--- config.mk ---
export PLATFORM = sky130hd
export DESIGN_NAME = buffer_reader
export DESIGN_NICKNAME = d
export VERILOG_FILES = /design/src/rtl/buffer_reader.sv
export SDC_FILE = /design/constraint.sdc
export NUM_CORES = 1
export LEC_CHECK = 0
export CORE_MARGIN = 1
export CORE_UTILIZATION = 40
export CTS_BUF_LIST = sky130_fd_sc_hd__clkbuf_4 sky130_fd_sc_hd__clkbuf_8 sky130_fd_sc_hd__clkbuf_16
export CTS_CLUSTER_SIZE = 28
export DETAILED_ROUTE_END_ITERATION = 12
export PLACE_DENSITY_LB_ADDON = 0.05
export SLEW_MARGIN = 20
export SYNTH_ARGS = -nofsm -noshare
export SYNTH_HDL_FRONTEND = slang
export SYNTH_SLANG_ARGS = --single-unit
export TNS_END_PERCENT = 100
--- constraint.sdc ---
create_clock -name clk -period 4.6 [get_ports clk]
set_input_delay 0.92 -clock clk [delete_from_list [all_inputs] [get_ports clk]]
set_output_delay 0.92 -clock clk [all_outputs]
set_load 0.01 [all_outputs]
--- src/rtl/buffer_reader.sv ---
// buffer_reader: snoops the producer's buffer write strobe, captures the buffered word one
// cycle later and streams it out LSB chunk first. Optional parity output: BUFFER_READER_PARITY_EN.
module buffer_reader #(
    parameter int DATA_WIDTH = 8,
    parameter int OUT_WIDTH  = 4,
    parameter int CNT_WIDTH  = 8
) (
    input  logic                  clk,
    input  logic                  rst_n,
    input  logic                  write_en_in,
    input  logic [DATA_WIDTH-1:0] buf_data_in,
    output logic                  stall_out,
    output logic                  rd_valid_out,
    input  logic                  rd_ready_in,
    output logic [OUT_WIDTH-1:0]  rd_data_out,
    output logic                  rd_last_out,
    input  logic                  clear_in,
    output logic                  overflow_out,
    output logic [CNT_WIDTH-1:0]  drop_cnt_out
`ifdef BUFFER_READER_PARITY_EN
    ,
    output logic                  rd_parity_out
`endif
);

    localparam int BEATS = DATA_WIDTH / OUT_WIDTH;
    localparam int BW    = (BEATS > 1) ? $clog2(BEATS) : 1;
    localparam logic [BW-1:0]        LAST_BEAT = BW'(BEATS - 1);
    localparam logic [BW-1:0]        BEAT_ONE  = BW'(1);
    localparam logic [CNT_WIDTH-1:0] CNT_ONE   = CNT_WIDTH'(1);

    if ((DATA_WIDTH % OUT_WIDTH) != 0 || BEATS < 1) begin : g_bad_width
        $error("buffer_reader: DATA_WIDTH must be a non-zero multiple of OUT_WIDTH");
    end

    typedef enum logic [1:0] {
        EMPTY = 2'd0,
        LOAD  = 2'd1,
        SEND  = 2'd2
    } state_t;

    state_t                  state_q;
    logic [DATA_WIDTH-1:0]   shift_q;
    logic [BW-1:0]           beat_q;
    logic                    valid_q;
    logic                    last_q;
    logic                    stall_q;
    logic                    overflow_q;
    logic [CNT_WIDTH-1:0]    drop_cnt_q;

    logic xfer;
    logic last_xfer;
    logic drop;

    assign xfer      = valid_q & rd_ready_in;
    assign last_xfer = xfer & last_q;

    // The buffer is released in the cycle its final chunk leaves, so the producer may
    // refill it then without counting as an overwrite.
    assign stall_out = stall_q & ~last_xfer;
    assign drop      = write_en_in & stall_out;

    assign rd_valid_out = valid_q;
    assign rd_last_out  = last_q;
    assign rd_data_out  = shift_q[OUT_WIDTH-1:0];
    assign overflow_out = overflow_q;
    assign drop_cnt_out = drop_cnt_q;

`ifdef BUFFER_READER_PARITY_EN
    assign rd_parity_out = valid_q & (^shift_q[OUT_WIDTH-1:0]);
`endif

    always_ff @(posedge clk or negedge rst_n) begin
        if (!rst_n) begin
            state_q <= EMPTY;
            shift_q <= '0;
            beat_q  <= '0;
            valid_q <= 1'b0;
            last_q  <= 1'b0;
            stall_q <= 1'b0;
        end else begin
            case (state_q)
                EMPTY: begin
                    if (write_en_in) begin
                        state_q <= LOAD;
                        stall_q <= 1'b1;
                    end
                end
                LOAD: begin
                    // Buffer output settled after the strobe; a write this cycle only
                    // lands in the buffer at this edge, so the old word is captured.
                    shift_q <= buf_data_in;
                    beat_q  <= '0;
                    valid_q <= 1'b1;
                    last_q  <= (LAST_BEAT == '0);
                    state_q <= SEND;
                end
                SEND: begin
                    if (xfer) begin
                        shift_q <= shift_q >> OUT_WIDTH;
                        beat_q  <= beat_q + BEAT_ONE;
                        last_q  <= ((beat_q + BEAT_ONE) == LAST_BEAT);
                        if (last_q) begin
                            valid_q <= 1'b0;
                            last_q  <= 1'b0;
                            if (write_en_in) begin
                                state_q <= LOAD;
                            end else begin
                                state_q <= EMPTY;
                                stall_q <= 1'b0;
                            end
                        end
                    end
                end
                default: begin
                    state_q <= EMPTY;
                    valid_q <= 1'b0;
                    last_q  <= 1'b0;
                    stall_q <= 1'b0;
                end
            endcase
        end
    end

    // Overwrite tracking; a drop coinciding with clear leaves a fresh count of one.
    always_ff @(posedge clk or negedge rst_n) begin
        if (!rst_n) begin
            overflow_q <= 1'b0;
            drop_cnt_q <= '0;
        end else if (drop) begin
            overflow_q <= 1'b1;
            if (clear_in) begin
                drop_cnt_q <= CNT_ONE;
            end else if (drop_cnt_q != '1) begin
                drop_cnt_q <= drop_cnt_q + CNT_ONE;
            end
        end else if (clear_in) begin
            overflow_q <= 1'b0;
            drop_cnt_q <= '0;
        end
    end

endmodule
**Word level (Yosys, flattened, before mapping)**

Index checks and enable logic that the tools add are counted.

- Flip-flop bits (word level): 23
- Input port bits: 13
- Logic and storage cells: 60
- Output and inout bits: 16

- Muxes and demuxes: 26
- Equality and inequality tests: 7
- Add/subtract/negate cells: 2
- Reduce and logical (&&, ||, !) cells: 10
- Bitwise logic cells: 7

Operators by type and width:

| operator | count |
|---|---|
| 8-bit 2-to-1 mux | 5 |
| 8-bit one-hot mux with 2 select lines | 1 |
| 1-bit 2-to-1 mux | 12 |
| 8-bit by 1-bit adder with 8-bit output (second input constant) | 1 |
| 2-bit != test (second input constant) | 4 |
| 8-bit != test (second input constant) | 1 |
| 2-bit 2-to-1 mux | 3 |
| 1-bit one-hot mux with 3 select lines | 2 |
| 2-bit one-hot mux with 3 select lines | 1 |
| 2-bit AND reduction | 3 |
| 3-bit AND reduction | 2 |
| 2-bit nonzero test | 3 |
| 5-bit AND reduction | 1 |
| 1-bit bitwise AND | 4 |
| 1-bit one-hot mux with 2 select lines | 2 |
| 1-bit NOT | 3 |
| 2-bit by 1-bit equality test with 1-bit output (second input constant) | 1 |
| 2-bit equality test (second input constant) | 1 |
| 2-bit zero test | 1 |
| 1-bit adder (second input constant) | 1 |

**Logic depth before layout (Yosys ltp)**

- Word-level depth: 7
- Gate-level depth with buffers: 7
- Mapped depth without buffers: 5

**Least setup slack after synthesis**

No wires, ideal clock.

- Path kind: input to output
- Start: input port rd_ready_in
- End: output port stall_out
- Slack: 2450 ps
- Cell stages on the path: 2
- Required time: 3680 ps
- Data arrival time: 1230 ps
- Buffers on the path: 0
- Path through: nand3_2 -> and2_1

- Longest elaborated chain between the ends: 4

RTL lines:

| item | RTL line | source |
|---|---|---|
| from (decl) | 14 | `input logic rd_ready_in,` |
| 1-bit bitwise AND | 55 | `assign xfer = valid_q & rd_ready_in;` |
| 1-bit bitwise AND | 56 | `assign last_xfer = xfer & last_q;` |
| 1-bit NOT | 60 | `assign stall_out = stall_q & ~last_xfer;` |
| 1-bit bitwise AND | 60 |  |
| to (decl) | 12 | `output logic stall_out,` |

No other way between the ends.

**Worst setup path in the final report**

Same ends and word-level chain as after synthesis.

==> out/results.txt <==
Final WS setup -> 1.38 ns
Final Util -> 0.546
RSZ-0062 raised after global routing -> no
# nets final -> 147
Pre-CTS WS -> 1.40 ns
FF+latch count, synth -> 23
Maxcap violations -> 0
Drt pass-1 iters -> 4
Worst Skew -> 0.00160 ns
Worst slew margin -> 0.398
Distinct cells, synth -> 30
CTS tree -> done
Seq/Total Area, Yosys -> 0.511
Clk root buf -> clkbuf_4
Setup-failing EPs final -> 0
Data required, critical path -> 3.68 ns
WL/cell -> 12.9 um
Core footprint -> 2570 um2
HP Class -> reg -> reg
Min cycle time layout -> 3.22 ns
Port bufs -> 28
First-pass GRT wire length -> 3480 um
Initial antenna violation count -> 0
Clock Latency Late Sink -> 0.30 ns
Post-DR vias/cell -> 5.46
DR iter-0 viols -> 19
Status -> finished clean
H-tree depth -> 1
CTS clk-pin slew, worst paths -> 0.12 ns
Largest net degree at the start of global routing -> 24
Post-Route WL -> 2090 um
Buffers inserted by post-CTS timing repair -> 0
Peak supply drop -> 0.368 mV
# hold bufs at CTS -> 0
Fillers -> 255
Average size of a mapped cell -> 10.3 um2
Final hold slack -> 0.488 ns
PD cells -> 502 nW/um2
Synth area leader -> dfrtp_1
Asr flop ratio synth -> 1.00
Initial core utilization -> 0.439
Die Ht -> 55.1 um
Buffer depth of the longest clock path -> 2
R2R depth -> 5
Fraction of layout cells with a size suffix above 1 -> 0.0758
Post-Syn Nets -> 123
CTS resizes -> 0
CP Class -> in -> out
Area Growth Syn to Fin -> 24.6%
Worst path arrival time -> 2.30 ns
Hold Path Stages -> 2
Synth warn -> 0
Yosys top cell area share -> 0.511
Final Max Tran Viols -> 0
Synth cell count leaders -> 23 x dfrtp_1, 10 x a21oi_1, 10 x o21ai_0
Total track usage -> 0.164
Die Wd -> 55.1 um
Inserted Clock Buffers -> 3
Synthesized instance count -> 109
HPWL Detailed -> 1490 um
Number of global-route vias before repair -> 787
CTS sink cnt -> 23
Fin Setup TNS -> 0 ns
Vias -> 885
EDFF count, synth -> 0
Final Hold Vio Count -> 0
Peak Freq -> 0.310 GHz
DRT antenna net count -> 0
Die area -> 3030 um2
LEAKAGE -> 0.578 nW
Dominant synthesized flop cell -> dfrtp_1
Critical path endpoint category -> output port
GRT overflow -> 0
I/O pin count -> 29
Cell Rows -> 18
GPL Wtd Cong -> 0.678
Startpoint class of the critical path -> input pin
Most frequent cell after synthesis -> dfrtp_1
Least-Margin Pin Slew -> 0.899 ns
Ant diodes -> 0
DRC errors left -> 0
Largest cells by area after synthesis -> dfrtp_1 51%, a21oi_1 4.4%, mux2i_1 4.4%
CP Max Fanout -> 6
Syn Std Cell Area -> 1130 um2
Final worst-path cycle share -> 0.701
Total power -> 0.704 mW
## final cells by class
type	instances	area, um2	area share
sequential	23	576	0.410
clock inverter	1	5.00	0.00357
tap	30	37.5	0.0268
timing repair buffer	28	275	0.196
inverter	4	15.0	0.0107
multi-input combinational	73	472	0.336
clock buffer	3	22.5	0.0161
## worst max-delay path: stages
cell,delay (ns)
clkdlybuf4s50_1,0.55
nand3_2,0.17
and2_1,0.20
clkdlybuf4s50_1,0.47
## flip-flops by register name, indices dropped and copies added (netlist names)
register and flops:
beat_q 1, overflow_out 1, rd_valid_out 1, stall_q 1, rd_last_out 1, shift_q 8
drop_cnt_out 8, state_q 2
## cell families after synthesis
family / after synthesis / share of synthesized area
AOI/OAI and AO/OA: 35 / 0.204
adders and majority gates: 1 / 0.0111
buffers and inverters: 13 / 0.0700
DFF: 23 / 0.511
muxes: 5 / 0.0444
and+or+nand+nor: 32 / 0.159
## power breakdown
| part | switching, mW | total, mW | internal (mW) |
|---|---|---|---|
| sequential | 0.0615 | 0.327 | 0.266 |
| combinational | 0.129 | 0.286 | 0.157 |
| clock | 0.0588 | 0.0912 | 0.0324 |
## routing by layer
metal	part of all wire	track usage	vias to the layer above
li1	-	-	443
met1	0.54	0.215	423
met2	0.42	0.257	17
met3	0.038	0.0574	2
met4	0.0072	0.0417	0
met5	0	0	-
## final timing paths
kind	slack, ns	to	start
max	1.38	stall_out	rd_ready_in
min	0.49	shift_q[2]	shift_q[2]
max reg2reg	2.67	drop_cnt_out[7]	drop_cnt_out[0]
min reg2reg	0.49	shift_q[2]	shift_q[2]
max in group asynchronous	3.70	drop_cnt_out[0]	rst_n
min in group asynchronous	0.56	drop_cnt_out[7]	rst_n
## per-stage QoR
stage	area [um2]	cells
2_1_floorplan	1130	109
3_3_place_gp	1380	158
3_5_place_dp	1380	158
4_1_cts	1410	162
5_1_grt	1400	162
6_report	1400	162
## layout by cell type, fill, tap and decap left out, types with 2 or more instances in the layout
| master | instances |
|---|---|
| inv_1 | 4 |
| o21ai_0 | 10 |
| clkbuf_4 | 3 |
| dfrtp_1 | 23 |
| nand2_1 | 9 |
| or3_1 | 2 |
| nor3_1 | 2 |
| or4_1 | 3 |
| nand3_2 | 2 |
| a22o_1 | 4 |
| nand3_1 | 3 |
| o31ai_1 | 3 |
| o21bai_1 | 2 |
| nand4_1 | 2 |
| nor2b_1 | 4 |
| clkdlybuf4s50_1 | 27 |
| a21oi_1 | 10 |
| mux2i_1 | 5 |
| nor2_1 | 2 |
(Power assumes the default switching activity.)
